**src/rtl/ann_pkg.sv**
```systemverilog
// Shared definitions for the LVI-PDNN solver: monitor FSM encoding
// and the fixed-point word format used by the network core.
package ann_pkg;

    localparam int DW_DEF    = 32;
    localparam int FRAC_BITS = 16;
    localparam int INT_BITS  = DW_DEF - FRAC_BITS;

    typedef logic [1:0] state_t;

    localparam state_t ST_IDLE = 2'd0;
    localparam state_t ST_RUN  = 2'd1;
    localparam state_t ST_HOLD = 2'd2;

endpackage

```
**src/rtl/ann_abs_diff.sv**
```systemverilog
// |a-b| of two signed words, widened by one bit so the
// magnitude can never overflow, plus a <= threshold flag.
import ann_pkg::*;

module ann_abs_diff #(
    parameter int DW = DW_DEF
) (
    input  logic signed [DW-1:0] a_i,
    input  logic signed [DW-1:0] b_i,
    input  logic        [DW:0]   thr_i,
    output logic        [DW:0]   abs_o,
    output logic                 le_eps_o
);

    logic signed [DW:0] d;

    assign d        = {a_i[DW-1], a_i} - {b_i[DW-1], b_i};
    assign abs_o    = d[DW] ? -d : d;
    assign le_eps_o = (abs_o <= thr_i);

endmodule

```
**src/rtl/ann_conv_monitor.sv**
```systemverilog
// Drives the network enable, watches per-step state deltas and
// latches the QP solution on convergence or iteration timeout.
import ann_pkg::*;

module ann_conv_monitor #(
    parameter int DW         = DW_DEF,
    parameter int EPS        = 64,
    parameter int STABLE_CNT = 8,
    parameter int ITW        = 16,
    parameter int MAX_ITER   = 65535
) (
    input  logic                 clk,
    input  logic                 reset,
    input  logic                 start,
    input  logic                 abort,
    input  logic                 sample,
    input  logic signed [DW-1:0] x1,
    input  logic signed [DW-1:0] x2,
    input  logic signed [DW-1:0] u,
    input  logic signed [DW-1:0] v,
    output logic                 net_en,
    output logic                 busy,
    output logic                 res_valid,
    input  logic                 res_ready,
    output logic        [DW-1:0] res_x1,
    output logic        [DW-1:0] res_x2,
    output logic        [DW-1:0] res_u,
    output logic        [DW-1:0] res_v,
    output logic       [ITW-1:0] res_iter,
    output logic                 res_conv
);

    localparam int SW = $clog2(STABLE_CNT + 1);
    localparam logic [DW:0]    EPS_W = (DW+1)'(EPS);
    localparam logic [SW-1:0]  SC_W  = SW'(STABLE_CNT);
    localparam logic [ITW-1:0] MI_W  = ITW'(MAX_ITER);

    state_t               state_q, state_d;
    logic                 first_q, first_d;
    logic [ITW-1:0]       iter_q, iter_d, iter_inc;
    logic [SW-1:0]        stable_q, stable_d, stable_inc;
    logic [3:0][DW-1:0]   cur, prev_q, prev_d, res_q, res_d;
    logic [ITW-1:0]       res_iter_q, res_iter_d;
    logic                 res_conv_q, res_conv_d;
    logic [3:0]           le;
    logic [3:0][DW:0]     dmag_unused;
    logic                 all_ok, conv_hit, time_hit;

    assign cur = {v, u, x2, x1};

    for (genvar i = 0; i < 4; i++) begin : g_ad
        ann_abs_diff #(.DW(DW)) u_ad (
            .a_i      (cur[i]),
            .b_i      (prev_q[i]),
            .thr_i    (EPS_W),
            .abs_o    (dmag_unused[i]),
            .le_eps_o (le[i])
        );
    end

    always_comb begin
        all_ok     = &le;
        iter_inc   = first_q ? ITW'(1) : iter_q + ITW'(1);
        stable_inc = '0;
        if (!first_q && all_ok) begin
            stable_inc = (stable_q == SC_W) ? stable_q
                                            : stable_q + SW'(1);
        end
        conv_hit = !first_q && (stable_inc == SC_W);
        time_hit = (iter_inc == MI_W);

        state_d    = state_q;
        first_d    = first_q;
        iter_d     = iter_q;
        stable_d   = stable_q;
        prev_d     = prev_q;
        res_d      = res_q;
        res_iter_d = res_iter_q;
        res_conv_d = res_conv_q;

        unique case (1'b1)
            state_q == ST_IDLE: begin
                if (start) begin
                    state_d  = ST_RUN;
                    first_d  = 1'b1;
                    iter_d   = '0;
                    stable_d = '0;
                end
            end
            state_q == ST_RUN: begin
                // abort outranks a terminating sample
                if (abort) begin
                    state_d = ST_IDLE;
                end else if (sample) begin
                    first_d  = 1'b0;
                    iter_d   = iter_inc;
                    stable_d = stable_inc;
                    prev_d   = cur;
                    if (conv_hit || time_hit) begin
                        state_d    = ST_HOLD;
                        res_d      = cur;
                        res_iter_d = iter_inc;
                        res_conv_d = conv_hit;
                    end
                end
            end
            state_q == ST_HOLD: begin
                if (res_ready) begin
                    state_d = ST_IDLE;
                end
            end
            default: begin
                state_d = ST_IDLE;
            end
        endcase
    end

    always_ff @(posedge clk or negedge reset) begin
        if (!reset) begin
            state_q    <= ST_IDLE;
            first_q    <= 1'b1;
            iter_q     <= '0;
            stable_q   <= '0;
            prev_q     <= '0;
            res_q      <= '0;
            res_iter_q <= '0;
            res_conv_q <= 1'b0;
        end else begin
            state_q    <= state_d;
            first_q    <= first_d;
            iter_q     <= iter_d;
            stable_q   <= stable_d;
            prev_q     <= prev_d;
            res_q      <= res_d;
            res_iter_q <= res_iter_d;
            res_conv_q <= res_conv_d;
        end
    end

    assign net_en    = (state_q == ST_RUN);
    assign busy      = (state_q != ST_IDLE);
    assign res_valid = (state_q == ST_HOLD);
    assign res_x1    = res_q[0];
    assign res_x2    = res_q[1];
    assign res_u     = res_q[2];
    assign res_v     = res_q[3];
    assign res_iter  = res_iter_q;
    assign res_conv  = res_conv_q;

endmodule

```
**config.mk**
```make
export PLATFORM = sky130hd
export DESIGN_NAME = ann_conv_monitor
export DESIGN_NICKNAME = d
export VERILOG_FILES = /design/src/rtl/ann_pkg.sv /design/src/rtl/ann_abs_diff.sv /design/src/rtl/ann_conv_monitor.sv
export SDC_FILE = /design/constraint.sdc
export NUM_CORES = 1
export LEC_CHECK = 0
export CAP_MARGIN = 30
export CORE_AREA = 2 2 218 274
export CTS_CLUSTER_DIAMETER = 50
export CTS_CLUSTER_SIZE = 24
export DETAILED_ROUTE_END_ITERATION = 8
export DIE_AREA = 0 0 220 276
export MAX_ROUTING_LAYER = met4
export PLACE_DENSITY_LB_ADDON = 0.1
export SLEW_MARGIN = 0
export SYNTH_ARGS = -nofsm -noshare
export SYNTH_HDL_FRONTEND = slang
export SYNTH_SLANG_ARGS = --single-unit
```
**constraint.sdc**
```tcl
create_clock -name clk -period 5.66 [get_ports clk]
set_clock_uncertainty 0.15 [all_clocks]
set_input_delay 1.132 -clock clk [delete_from_list [all_inputs] [get_ports clk]]
set_output_delay 1.132 -clock clk [all_outputs]
set_load 0.02 [all_outputs]
```
# ---- Word level (Yosys, flattened, before mapping)
# Index checks and enable logic that the tools add are counted.
# W data, S select, Z words.
dict set report totals {
  register_bits 296
  in_bits 134
  wordCells 77
}
dict set report classes {
  n_addsub 10
  order_cmp 4
  eq_ne 11
  muxes 25
  bitwise 1
  n_reduce_logical 12
}
# op n
set ops {}
lappend ops {{$le A33 B7 Y1 const B} 4}
lappend ops {{$mux W33} 4}
lappend ops {{$neg A33 Y33} 4}
lappend ops {{$sub A32 B32 Y33} 4}
lappend ops {{$mux W16} 4}
lappend ops {{$pmux W16 S2} 1}
lappend ops {{$mux W4} 5}
lappend ops {{$add A16 B1 Y16 const B} 1}
lappend ops {{$eq A16 B16 Y1 const B} 1}
lappend ops {{$reduce_and A4 Y1} 4}
lappend ops {{$mux W2} 5}
lappend ops {{$eq A4 B4 Y1 const B} 2}
lappend ops {{$pmux W4 S2} 1}
lappend ops {{$ne A2 B2 Y1 const B} 3}
lappend ops {{$pmux W2 S3} 1}
lappend ops {{$add A4 B1 Y4 const B} 1}
lappend ops {{$reduce_bool A2 Y1} 2}
lappend ops {{$mux W1} 3}
lappend ops {{$ne A3 B2 Y1 const B} 1}
lappend ops {{$ne A3 B3 Y1 const B} 1}
lappend ops {{$reduce_and A3 Y1} 1}
lappend ops {{$eq A2 B1 Y1 const B} 1}
lappend ops {{$eq A2 B2 Y1 const B} 1}
lappend ops {{$logic_and A1 B1 Y1} 2}
lappend ops {{other kinds (6)} 6}

# ---- Longest topological paths before layout
dict set report logic_depth {
  depth_word 14
  mapped_depth 22
  ltp_nobuf 17
}

# ---- By module
# A second synthesis with hierarchy kept.
dict set report unflattened {
  cells_unflattened 3359
  area_unflattened_um2 28462.3
}
# module instances cells_per_inst area_per_inst_um2 seq_area_each_um2
set by_module_without_submodules {}
lappend by_module_without_submodules {ann_conv_monitor 1 1060 12459.4 7408.4}
lappend by_module_without_submodules {{ann_abs_diff at g_ad[2].u_ad ...} 2 590 4134.0 0.0}
lappend by_module_without_submodules {{ann_abs_diff at g_ad[1].u_ad} 1 581 4091.4 0.0}
lappend by_module_without_submodules {{ann_abs_diff at g_ad[0].u_ad} 1 538 3643.5 0.0}

# ---- Worst setup path after synthesis
# No wires, ideal clock.
dict set report synth_path {
  path_type {input -> register}
  from {input v[0]}
  to {register res_iter_q[14] (netlist: res_iter[14])}
  arrival_time_ns 6.264
  t_required_ns 5.382
  path_slack_ns -0.881
  path_stages 19
  n_path_buf 2
  cell_sequence {inv_1 -> ha_1 -> fa_1 -> and2b_1 -> o2111ai_1 -> a21bo_2 -> a221oi_1 -> nor3_1 -> or3_1 -> a211o_1 -> a22o_1 -> or4_1 -> nor4_1 -> nand4_1 -> or4_1 -> buf_2 -> o41ai_4 -> buf_6 -> mux2_1}
}
dict set report synth_via {
  elab_chain_len 11
}
# item line_no
set synth_lines {}
lappend synth_lines {{from (decl)} ann_conv_monitor.sv:20} ;# input logic signed [DW-1:0] v,
lappend synth_lines {{$sub A32 B32 Y33 *} ann_abs_diff.sv:17} ;# assign d = {a_i[DW-1], a_i} - {b_i[DW-1], b_i};
lappend synth_lines {{$neg A33 Y33} ann_abs_diff.sv:18} ;# assign abs_o = d[DW] ? -d : d;
lappend synth_lines {{$mux W33 *} ann_abs_diff.sv:18}
lappend synth_lines {{$le A33 B7 Y1 *} ann_abs_diff.sv:19} ;# assign le_eps_o = (abs_o <= thr_i);
lappend synth_lines {{$reduce_and A4 Y1 *} ann_conv_monitor.sv:62} ;# all_ok = &le;
lappend synth_lines {{$logic_and A1 B1 Y1 *} ann_conv_monitor.sv:65} ;# if (!first_q && all_ok) begin
lappend synth_lines {{$mux W4 *} ann_conv_monitor.sv:65}
lappend synth_lines {{$eq A4 B4 Y1 *} ann_conv_monitor.sv:69} ;# conv_hit = !first_q && (stable_inc == SC_W);
lappend synth_lines {{$logic_and A1 B1 Y1 *} ann_conv_monitor.sv:69}
lappend synth_lines {{$logic_or A1 B1 Y1 *} ann_conv_monitor.sv:99} ;# if (conv_hit || time_hit) begin
lappend synth_lines {{$reduce_and A4 Y1 (no source line) *} -}
lappend synth_lines {{to (signal assigned)} ann_conv_monitor.sv:135} ;# res_iter_q <= res_iter_d;
lappend synth_lines {{to (decl)} ann_conv_monitor.sv:43} ;# logic [ITW-1:0] res_iter_q, res_iter_d;
# Mark *: on every way between the ends. The rest lies on a longest branch, timed or not.
# A chain may end at the register's enable or synchronous reset.

# ---- Worst setup path in the final report
dict set report layout_path {
  from {input x1[12]}
  to {register res_q, in the netlist res_v[21]}
}
dict set report layout_via {
  elab_chain_len 11
}
# item line_no
set layout_lines {}
lappend layout_lines {{from (decl)} ann_conv_monitor.sv:17} ;# input logic signed [DW-1:0] x1,
lappend layout_lines {{$sub A32 B32 Y33 *} ann_abs_diff.sv:17}
lappend layout_lines {{$neg A33 Y33} ann_abs_diff.sv:18}
lappend layout_lines {{$mux W33 *} ann_abs_diff.sv:18}
lappend layout_lines {{$le A33 B7 Y1 *} ann_abs_diff.sv:19}
lappend layout_lines {{$reduce_and A4 Y1 *} ann_conv_monitor.sv:62}
lappend layout_lines {{$logic_and A1 B1 Y1 *} ann_conv_monitor.sv:65}
lappend layout_lines {{$mux W4 *} ann_conv_monitor.sv:65}
lappend layout_lines {{$eq A4 B4 Y1 *} ann_conv_monitor.sv:69}
lappend layout_lines {{$logic_and A1 B1 Y1 *} ann_conv_monitor.sv:69}
lappend layout_lines {{$logic_or A1 B1 Y1 *} ann_conv_monitor.sv:99}
lappend layout_lines {{$reduce_and A4 Y1 (no source line) *} -}
lappend layout_lines {{to (signal assigned)} ann_conv_monitor.sv:134} ;# res_q <= res_d;
lappend layout_lines {{to (decl)} ann_conv_monitor.sv:42} ;# logic [3:0][DW-1:0] cur, prev_q, prev_d, res_q, res_d;
# Marks and branches as above.

==> reports/qor.csv <==
metric;value;unit
slack of the worst reg-to-reg path;-0.37;ns
setup violators final;146;
root buf cell;clkbuf_16;
DR pass1 iterations;6;
WP data required;5.91;ns
DR DRC count;0;
core area;58000;µm²
Peak Freq;0.157;GHz
Peak supply drop;0.309;mV
power per cell area;420;nW/µm²
routed wire length;115;mm
max layer used;met4;
Final GP Congestion;0.971;
Sink Count;296;
FF+latch area;7410;µm²
dpl cells;5062;
failing checks;setup timing;
met3 wire length;5.76;mm
Worst Setup End Kind;flip-flop;
# diodes;0;
Initial Util;44.7;%
Main synth FF type;dfrtp_1;
non-filler instance count after layout;5276;
Die Span X;220;µm
post-route ant nets;0;
Min-Delay Startpoint;res_iter[13]$_DFFE_PN0P_;
reg2reg path depth;21;
Leakage;19.1;nW
Vert. Die Dim;276;µm
synth unique cells;104;
ys async rst share;100;%
Clock Latency Late Sink;0.58;ns
Post-Syn Nets;3582;
status;finished with violations;
final setup TNS;-59.15;ns
Yosys reg bits;296;
WL per Instance;21.9;µm
yosys warns;0;
CTS buffer count;36;
Final Hold Fails;0;
first-pass GRT wire length;167;mm
number of global-route vias before repair;31900;
layout cells sized above 1;38.9;%
Metal-1 WL;44.9;mm
setup ws final;-0.713;ns
Setup Crit Path Kind;input pin to flip-flop;
final worst path period share;113;%
Arr. time, crit path;6.63;ns
total grt overflow;0;
all-layer global routing usage;34.7;%
nets;4761;
Worst slew margin;7.29;%
post-DP HPWL;74.4;mm
antenna violations before repair;0;
Ports;282;
Buffers on Ports;281;
Fillers;3969;
TritonCTS clock tree;yes;
Max-Cap Viols;0;
largest fanout on the critical path;67;
via count;32300;
Clock Path Buffers;3;
Final Max Slew Viols;0;
worst slew pin tran;1.39;ns
num rows;99;
Hold Path Class;flip-flop to flip-flop;
origin of the critical flop-to-flop path;prev_q[0]$_DFFE_PN0P_;
RSZ-0062 raised after global routing;true;
die footprint;60700;µm²
initial drt markers;2377;
Mean Syn Cell Area;7.82;µm²
Syn Inst Count;3313;
wire length on met2;59.4;mm
fin crit period;6.37;ns
Reg clk slew, reported paths;0.07;ns
Hold EP;res_iter[13]$_DFFE_PN0P_;
Post-synth EDFFs;0;
reg2reg end;res_v[21]$_DFFE_PN0P_;
CTS H-Tree Depth;2;
area of the multi-input gates;21300;µm²
Post-Syn Area;25900;µm²
synthesis-to-finish area growth;68.3;%
Worst Setup Start Kind;input pin;
largest net degree at the start of global routing;121;
Hold Path Cell Cnt;1;
post-synthesis sequential area ratio;28.6;%
Via density;6.12;
[worst max path at each step]
| stage | start | end | slack [ns] |
|---|---|---|---|
| finish | x1[12] | res_v[21]$_DFFE_PN0P_ | -0.71 |
| global route | x1[12] | res_v[21]$_DFFE_PN0P_ | -0.70 |
| CTS | x1[0] | res_x2[17]$_DFFE_PN0P_ | -0.33 |
| detailed placement | u[0] | res_x1[7]$_DFFE_PN0P_ | -1.60 |
| global placement | u[0] | res_iter[7]$_DFFE_PN0P_ | -1.50 |
| floorplan | u[4] | res_iter[14]$_DFFE_PN0P_ | -0.57 |
[cell families (layout without fill, tap and decap cells)]
logic type | Yosys count | in the layout | share of synthesized area [%]
compound gates | 1156 | 1156 | 31.0
xor+xnor | 99 | 99 | 3.35
simple gates | 1079 | 1079 | 21.0
buf+inv | 510 | 1716 | 7.83
fa+ha+maj | 135 | 135 | 6.63
mux | 38 | 38 | 1.61
flops | 296 | 296 | 28.6
[critical path, cell delays in order]
cell             delay, ns
clkdlybuf4s50_1       0.44
ha_1                  0.37
a211oi_1              0.33
o21bai_1              0.21
buf_4                 0.18
a32oi_1               0.26
nand2_1               0.12
or3_1                 0.40
a221oi_2              0.36
and4b_1               0.29
nand2_1               0.11
a221oi_2              0.25
buf_4                 0.17
o211a_1               0.18
and4_4                0.24
nand4_4               0.17
buf_6                 0.19
buf_12                0.16
o311ai_1              0.62
o31ai_2               0.14
[layer usage]
layer,global-route usage [%],up-vias
met4,11.9,0
met5,-,-
li1,-,14800
met3,4.08,360
met2,61.7,1221
met1,40.0,15900
[report_power, final]
part | internal, W | total (W) | switching [W]
Clock | 0.00143 | 0.00255 | 0.00112
Sequential | 0.00245 | 0.00261 | 0.000161
Combinational | 0.00633 | 0.0132 | 0.00684
Total | 0.0102 | 0.0183 | 0.00812
[state kept, by name (all words and copies together) (netlist names)]
| register | count |
|---|---|
| prev_q | 128 |
| res_u | 32 |
| res_v | 32 |
| res_x1 | 32 |
| res_x2 | 32 |
| iter_q | 16 |
| res_iter | 16 |
| stable_q | 4 |
| state_q | 2 |
| first_q | 1 |
| res_conv | 1 |
[synth_stat cells, types with 11 or more instances]
master / number / area share (%)
buf_6: 11 / 0.48
o2111ai_1: 19 / 0.64
and2_1: 41 / 0.99
o31ai_1: 145 / 4.2
ha_1: 131 / 6.3
a211o_1: 12 / 0.41
nand2b_1: 21 / 0.51
nand4_1: 66 / 1.6
dfrtp_1: 295 / 28
a221oi_1: 13 / 0.44
buf_2: 12 / 0.23
a21oi_1: 190 / 3.7
nand2_1: 363 / 5.3
o311ai_0: 135 / 4.6
nand4b_1: 11 / 0.37
and4_1: 16 / 0.54
mux2i_1: 17 / 0.66
a2111oi_0: 18 / 0.61
mux2_2: 15 / 0.65
o21ai_0: 259 / 5.0
xnor2_1: 53 / 1.8
or2_2: 23 / 0.56
a311oi_1: 13 / 0.44
o21a_1: 29 / 0.84
nand3_1: 78 / 1.5
nor3_1: 73 / 1.4
nor2_1: 180 / 2.6
nor4_1: 42 / 1.0
a31oi_1: 38 / 0.92
and3_1: 33 / 0.80
or3_1: 35 / 0.84
clkbuf_1: 191 / 2.8
xor2_1: 46 / 1.6
o22ai_1: 18 / 0.43
nor2b_1: 21 / 0.51
o211ai_1: 42 / 1.2
inv_1: 288 / 4.2
or4_1: 21 / 0.61
o211a_1: 12 / 0.46
a211oi_1: 30 / 0.87
a21o_1: 51 / 1.5
[final cells by class]
class	instances	share of cell area [%]
Clock buffer	41	2.23
Timing Repair Buffer	1363	26.7
Sequential cell	296	17.0
Multi-Input combinational cell	2507	48.7
Tap cell	757	2.17
Clock inverter	24	0.763
Inverter	288	2.49
[per-stage QoR]
stage,hold WS (ns),total power [W],area (µm²),setup WS [ns],utilization (%)
floorplan,0.304,0.00799,26100,-0.569,-
global placement,0.309,0.0134,36000,-1.50,62.0
detailed placement,0.330,0.0135,36000,-1.60,62.0
CTS,0.353,0.0173,40900,-0.325,70.6
global route,0.373,0.0194,43600,-0.697,75.3
finish,0.349,0.0183,43600,-0.713,75.3
[repair_timing]
action | 4_1_cts | 5_1_grt
setup buffers | 111 | 27
setup endpoints to repair | 151 | 152
gates resized for setup | 580 | 478
hold buffers | 0 | 0
pin swaps | 138 | 114
cloned | 14 | 8
[cells in the final DEF, fill, tap and decap left out, types with 17 or more instances in the layout]
cell type,count
buf_4,1014
nand2_1,354
dfrtp_1,295
inv_1,282
o21ai_0,224
clkdlybuf4s50_1,197
nor2_1,171
a21oi_1,147
nand3_1,72
ha_4,69
nand4_1,66
nor3_1,63
ha_1,61
o31ai_4,57
a21o_1,49
o31ai_1,46
o311ai_4,46
o311ai_1,46
dlygate4sd2_1,45
xnor2_1,42
o211ai_1,42
o31ai_2,42
clkbuf_16,42
xor2_1,40
a21oi_2,39
and2_1,35
a31oi_1,33
o311ai_2,33
buf_6,31
and3_1,29
o21a_1,29
o21ai_1,28
or3_1,26
nor4_1,23
or2_2,21
dlymetal6s2s_1,20
nand2b_1,17
Power figures use the tool's default switching activity.
